**config.mk**
```make
export PLATFORM = sky130hd
export DESIGN_NAME = gray_conv_arbiter
export DESIGN_NICKNAME = d
export VERILOG_FILES = /design/src/rtl/gray_conv_arbiter.sv
export SDC_FILE = /design/constraint.sdc
export NUM_CORES = 1
export LEC_CHECK = 0
export ABC_AREA = 1
export BUFFER_PORTS_ARGS = -buffer_cell sky130_fd_sc_hd__buf_2
export CAP_MARGIN = 20
export CORE_UTILIZATION = 44
export DETAILED_ROUTE_END_ITERATION = 12
export GPL_TIMING_DRIVEN = 0
export HOLD_SLACK_MARGIN = 0.02
export PLACE_DENSITY_LB_ADDON = 0.3
export SLEW_MARGIN = 30
export SYNTH_ARGS = -nofsm -noshare
export SYNTH_HDL_FRONTEND = slang
export SYNTH_SLANG_ARGS = --single-unit
```
**constraint.sdc**
```tcl
create_clock -name clk -period 2.85 [get_ports clk]
set_clock_uncertainty 0.1 [all_clocks]
set_input_delay 0.57 -clock clk [delete_from_list [all_inputs] [get_ports clk]]
set_output_delay 0.57 -clock clk [all_outputs]
set_load 0.02 [all_outputs]
```
**src/rtl/gray_conv_arbiter.sv**
```systemverilog
// Round-robin arbiter sharing one Gray-to-binary converter among NREQ requesters.
// Define GCA_PARITY_EN to register an even-parity bit (out_par) alongside bin_out.
module gray_conv_arbiter #(
    parameter int NREQ = 4,
    parameter int W    = 4
) (
    input  logic              clk,
    input  logic              rst,
    input  logic [NREQ-1:0]   req,
    input  logic [NREQ*W-1:0] gray_in,
    output logic [NREQ-1:0]   ack,
    output logic [W-1:0]      bin_out,
    output logic [2:0]        out_id,
    output logic              out_valid,
    output logic              out_par,
    output logic              busy
);

    localparam logic [1:0] IDLE = 2'd0;
    localparam logic [1:0] CONV = 2'd1;
    localparam logic [1:0] DONE = 2'd2;

    localparam int unsigned NR = NREQ;

    logic [1:0]     state;
    logic [2:0]     ptr;
    logic [2:0]     id_reg;
    logic [2:0]     grant_idx;
    logic [2:0]     cand;
    logic [2:0]     next_ptr;
    logic           grant_found;
    logic [W-1:0]   op_reg;
    logic [W-1:0]   conv_bin;
    logic [7:0]     req8;
    logic [8*W-1:0] gray8;
    logic [W-1:0]   gray_arr [8];

    // Widen to the full 8-requester space so a 3-bit index never selects out of range.
    assign req8  = 8'(req);
    assign gray8 = (8*W)'(gray_in);

    always_comb begin
        for (int unsigned i = 0; i < 8; i++) begin
            gray_arr[i] = gray8[i*W +: W];
        end
    end

    always_comb begin
        grant_found = 1'b0;
        grant_idx   = '0;
        cand        = '0;
        for (int unsigned k = 0; k < NR; k++) begin
            cand = 3'((32'(ptr) + k) % NR);
            if (!grant_found && req8[cand]) begin
                grant_found = 1'b1;
                grant_idx   = cand;
            end
        end
    end

    // B[i] is the XOR of G[W-1:i].
    always_comb begin
        conv_bin = '0;
        for (int unsigned j = 0; j < W; j++) begin
            conv_bin[j] = ^(op_reg >> j);
        end
    end

    assign next_ptr = (out_id == 3'(NREQ - 1)) ? 3'd0 : out_id + 3'd1;

    always_ff @(posedge clk) begin
        if (rst) begin
            state     <= IDLE;
            ptr       <= '0;
            op_reg    <= '0;
            id_reg    <= '0;
            bin_out   <= '0;
            out_id    <= '0;
            out_valid <= 1'b0;
            ack       <= '0;
        end else begin
            out_valid <= 1'b0;
            ack       <= '0;
            case (state)
                IDLE: begin
                    if (grant_found) begin
                        op_reg <= gray_arr[grant_idx];
                        id_reg <= grant_idx;
                        state  <= CONV;
                    end
                end
                CONV: begin
                    bin_out <= conv_bin;
                    out_id  <= id_reg;
                    state   <= DONE;
                end
                DONE: begin
                    out_valid <= 1'b1;
                    ack       <= NREQ'(1) << out_id;
                    ptr       <= next_ptr;
                    state     <= IDLE;
                end
                default: state <= IDLE;
            endcase
        end
    end

    // The completion pulse is registered out of DONE, so busy also covers that pulse cycle.
    assign busy = (state != IDLE) || out_valid;

`ifdef GCA_PARITY_EN
    logic par_reg;

    always_ff @(posedge clk) begin
        if (rst) begin
            par_reg <= 1'b0;
        end else if (state == CONV) begin
            par_reg <= ^conv_bin;
        end
    end

    assign out_par = par_reg;
`else
    assign out_par = 1'b0;
`endif

endmodule
```
; ---- After elaboration in Yosys (flattened, before gate mapping)
; Index checks and enable logic that the tools add are counted.
; W data, S select, Z words.
[totals]
ff_bits = 23
memories = 0
romBits = 0
ramBits = 0
latchBits = 0
[op_classes]
div_mod_pow = 0
addsub = 4
n_bitwise = 2
muxes = 23
order_cmp = 5
mul = 0
shift = 1
eq_ne = 4
reduce_logical = 15
[ops]
columns = operator, count
row1 = $lt A2 B4 Y1 const B, 4
row2 = $reduce_xor A4 Y1, 4
row3 = $bmux W4 S3, 1
row4 = $mux W1, 9
row5 = $mux W3, 3
row6 = $bmux W1 S2, 4
row7 = $mux W4, 2
row8 = $mux W2, 3
row9 = $add A2 B1 Y2 const B, 2
row10 = $add A2 B2 Y2 const B, 2
row11 = $ge A4 B4 Y1 const B, 1
row12 = $not A3 Y4, 1
row13 = $pmux W2 S2, 1
row14 = $shl A1 B3 Y4 const A, 1
row15 = $eq A3 B2 Y1 const B, 1
row16 = $logic_and A1 B1 Y1, 3
row17 = $logic_not A1 Y1, 3
row18 = $eq A2 B1 Y1 const B, 1
row19 = $eq A2 B2 Y1 const B, 1
row20 = $logic_not A2 Y1, 1
row21 = $ne A2 B2 Y1 const B, 1
row22 = $reduce_and A2 Y1, 1
row23 = $reduce_bool A2 Y1, 1
row24 = $reduce_or A2 Y1, 1
row25 = 2 further kinds, 2

; ---- Depth between registers and ports, before layout
[depth]
word_depth = 16
ltp_mapped = 15
depth_no_buf = 14

; ---- Least setup slack after synthesis
; Ideal clock, no wire load.
[synth_timing]
kind = input port to flip-flop
start = in req[2]
end = reg op_reg[1]
arrival_ps = 1571
path_buffers = 0
path_stages = 12
path_slack_ps = 1070
cell_sequence = inv_1 nand2_4 nand3_1 nand2_2 nor2_8 nand3_4 nand3_4 nand2_1 nand3_1 nand3_1 nand2_1 inv_1
[synth_between]
elab_chain_cells = 16
elab_cells_between_ends = 27
cone_classes = mux (19) / bitwise (1) / reduce/logical (7)
[synth_lines]
columns = element, line
row1 = "start, declared", 9  ; input logic [NREQ-1:0] req,
row2 = $bmux W1 S2, 54  ; if (!grant_found && req8[cand]) begin
row3 = $mux W1 (implied by the code), 54
row4 = $mux W1, 54
row5 = $logic_not A1 Y1, 54
row6 = $logic_and A1 B1 Y1, 54
row7 = $mux W1, 54
row8 = $logic_not A1 Y1, 54
row9 = $logic_and A1 B1 Y1, 54
row10 = $mux W1, 54
row11 = $logic_not A1 Y1, 54
row12 = $logic_and A1 B1 Y1, 54
row13 = $mux W3, 54
row14 = $not A3 Y4 (implied by the code), 87  ; op_reg <= gray_arr[grant_idx];
row15 = $bmux W4 S3, 87
row16 = $mux W4 (implied by the code) (2 in a row), 87
row17 = "end signal, assigned", 87
row18 = "end, declared", 32  ; logic [W-1:0] op_reg;
; Parallel ways exist; a longest one is shown, timed or not. The select of a mux whose other input is x is not followed.
; A chain may end at the register's enable or synchronous reset.

; ---- Worst setup path in the final report
[layout_timing]
start = reg ptr[0]
end = reg op_reg[2]
[layout_between]
elab_chain_cells = 16
elab_cells_between_ends = 30
cone_classes = add/sub (3) / mux (19) / bitwise (1) / reduce/logical (7)
[layout_lines]
columns = element, line
row1 = "start, declared", 26  ; logic [2:0] ptr;
row2 = "start signal, assigned", 100  ; ptr <= next_ptr;
row3 = branches (longest 16 deep; another with $add A2 B1 Y2), -
; Parallel ways; which one is timed is not known. The select of a mux whose other input is x is not followed.

==> metrics.yaml <==
run_status:
  status: "finished, violations left"
  violations: "design-rule violations"
cells_and_area:
  nets: 262
  layoutNonFillerInstCount: 269
  areaGrowthSynthToFinish_pct: 16.94
  layout-drive-gt1-share_pct: 27.73
  num-fill-cells: 302
  regArea_sq_um: 420.4
  multi_input_area_sq_um: 738.2
  antenna_cells: 0
power:
  ir_worst_vdd_mv: 0.3285
  power_mw: 0.8956
  p_per_area_nw_per_um2: 566.7
  leakage_nw: 0.8916
die:
  pin_count: 36
  coreArea_sq_um: 2829
  rows: 19
  chipWidth_um: 57.42
  die_h_um: 57.42
  start_util_pct: 47.77
  die-area_sq_um: 3296
setup_path:
  end_kind: "flop"
  rrSetupSlack_ns: 1.03
  critical_path.startpoint_type: "flop"
  crit_type: "reg -> reg"
  critPathArrivalTime_ns: 1.93
  path_max_fanout: 10
  required_ns: 2.96
global_routing:
  grt_pass1_wl_mm: 4.574
  grt_max_degree: 12
  grt_antenna_before_repair: 0
  grt_overflow: 0
  grt_pass1_vias: 1165
  grt_usage_pct: 17.15
detailed_routing:
  drt_first_iter_violations: 29
  vias: 1220
  routedWlPerCell_um: 9.141
  drc: 2
  viasPerCell: 4.535
  wl_mm: 2.459
  dr.pass1.iters: 8
  detail-route-antenna-nets: 0
sta:
  layout_setup_ws_ns: 1.031
  max_clock_freq_ghz: 0.5498
  hold_viol_final: 0
  final_max_slew_viol_count: 0
  setup_tns_ns: 0
  post-route-period-util_pct: 63.82
  min_period_ns: 1.819
  setup_violations: 0
  grt_setup_unrepaired: "false"
  hold_ws_ns: 0.3987
synthesis:
  ys_ff_latch: 21
  seq_area_frac_synth_pct: 31.11
  yosys_warnings: 0
  synthesis.area_sq_um: 1351
  ys_types: 25
  synth_cells: 201
  syn_area_per_cell_sq_um: 6.723
placement:
  pre_cts_slack_ns: 0.7984
  dp_cells: 265
  port_buffers: 32
  place_congestion: 0.7390
  dp_hpwl_mm: 1.942
clock_network:
  clk-insertion-delay-late_ns: 0.30
  postCtsSetupRepairBufs: 0
  clock-sinks: 21
  clock_path_buffers: 2
  cts_root_buf: "clkbuf_4"
  cts_inserted_buffers: 3
  post_cts_resized: 0
  cts.clk_slew.worst_paths_ns: 0.10
  htreeDepth: 1
  cts.hold.buffers_added: 0
  tritoncts: "yes"
run:
  max_cap_viol_count: 0
worst_hold_path:
  hold_class: "reg -> reg"
==> per-stage QoR <==
stage / utilization (%) / area (sq um)
final: 55.86 / 1580
after global routing: 55.86 / 1580
after CTS: 55.86 / 1580
after detailed placement: 54.93 / 1554
after global placement: 54.93 / 1554
after floorplan: - / 1355
==> path summary, 6_finish.rpt <==
check,start,to,depth (start not counted)
max,ptr[0]$_SDFFE_PP0P_,op_reg[2]$_SDFFE_PP0P_,13
min,id_reg[0]$_SDFFE_PP0P_,id_reg[0]$_SDFFE_PP0P_,2
max reg2reg,ptr[0]$_SDFFE_PP0P_,op_reg[2]$_SDFFE_PP0P_,13
min reg2reg,id_reg[0]$_SDFFE_PP0P_,id_reg[0]$_SDFFE_PP0P_,2
==> layer usage <==
metal | GRT usage, % | part of all wire (%)
met1 | 21.59 | 51
met2 | 30.40 | 45
met3 | 4.308 | 4.6
met4 | 1.742 | 0
met5 | 0 | 0
==> layout by cell type (no fill, tap or decap), types with 2 or more instances in the layout <==
| cell type | n |
|---|---|
| conb_1 | 2 |
| nand2_4 | 5 |
| clkbuf_4 | 3 |
| nand2_1 | 39 |
| xor2_1 | 2 |
| inv_2 | 3 |
| nand3_1 | 17 |
| nand4_1 | 9 |
| nand3_4 | 3 |
| nor2_1 | 23 |
| buf_4 | 2 |
| nand2_2 | 12 |
| clkbuf_1 | 2 |
| inv_1 | 36 |
| o21ai_0 | 9 |
| o21ai_1 | 2 |
| buf_2 | 32 |
| dfxtp_1 | 21 |
| a21oi_1 | 8 |
==> worst max-delay path, cell delays in order, from the launching register on <==
cell     delay, ns
dfxtp_1       0.32
buf_6         0.15
inv_8         0.10
nand2_4       0.05
nand3_1       0.10
nand2_2       0.12
nor2_8        0.15
nand3_4       0.15
nand3_4       0.16
nand2_1       0.07
nand3_1       0.07
nand3_1       0.08
nand2_1       0.06
inv_1         0.03
==> cells in the mapped netlist <==
cell type	n	area, sq um
nand4_1	9	56.30
ha_1	1	12.51
clkbuf_1	1	3.750
o21ai_1	2	10.01
nor2_8	1	20.02
inv_6	1	8.760
buf_6	1	11.26
a21oi_1	8	40.04
conb_1	1	3.750
nand2_2	12	75.07
xnor2_1	1	8.760
nand2_1	39	146.4
nand3_4	3	52.55
inv_8	1	11.26
inv_2	3	11.26
xor2_1	2	17.52
dfxtp_1	21	420.4
nand3_1	17	85.08
nand3_2	1	10.01
buf_4	2	15.01
o21ai_0	9	45.04
o21ai_2	1	8.760
nor2_1	23	86.33
nand2_4	5	56.30
inv_1	36	135.1
==> layout make-up <==
type / count / share of cell area, %
repair buffers: 32 / 10.13
multi-input cells: 136 / 46.71
inverters: 41 / 10.53
plain buffers: 4 / 1.900
clock buffers: 4 / 1.663
well taps: 31 / 2.454
flip-flops and latches: 21 / 26.60
==> report_power, final <==
part           internal, mW  leakage, nW  switching (mW)
registers             0.337        0.173          0.0258
clock network        0.0545       0.0150          0.0810
logic                 0.143        0.704           0.255
total                 0.534        0.892           0.362
==> cell families (layout without fill, tap and decap cells) <==
group	after synthesis	after routing	synth area share, %
other	1	2	0.2775
AO/OA/AOI/OAI	20	20	7.685
buffers and inverters	45	81	14.54
adder cells (fa/ha/maj)	1	1	0.9258
AND/OR/NAND/NOR	110	110	43.52
flip-flops	21	21	31.11
XOR/XNOR	3	3	1.945
(Power assumes the default switching activity.)
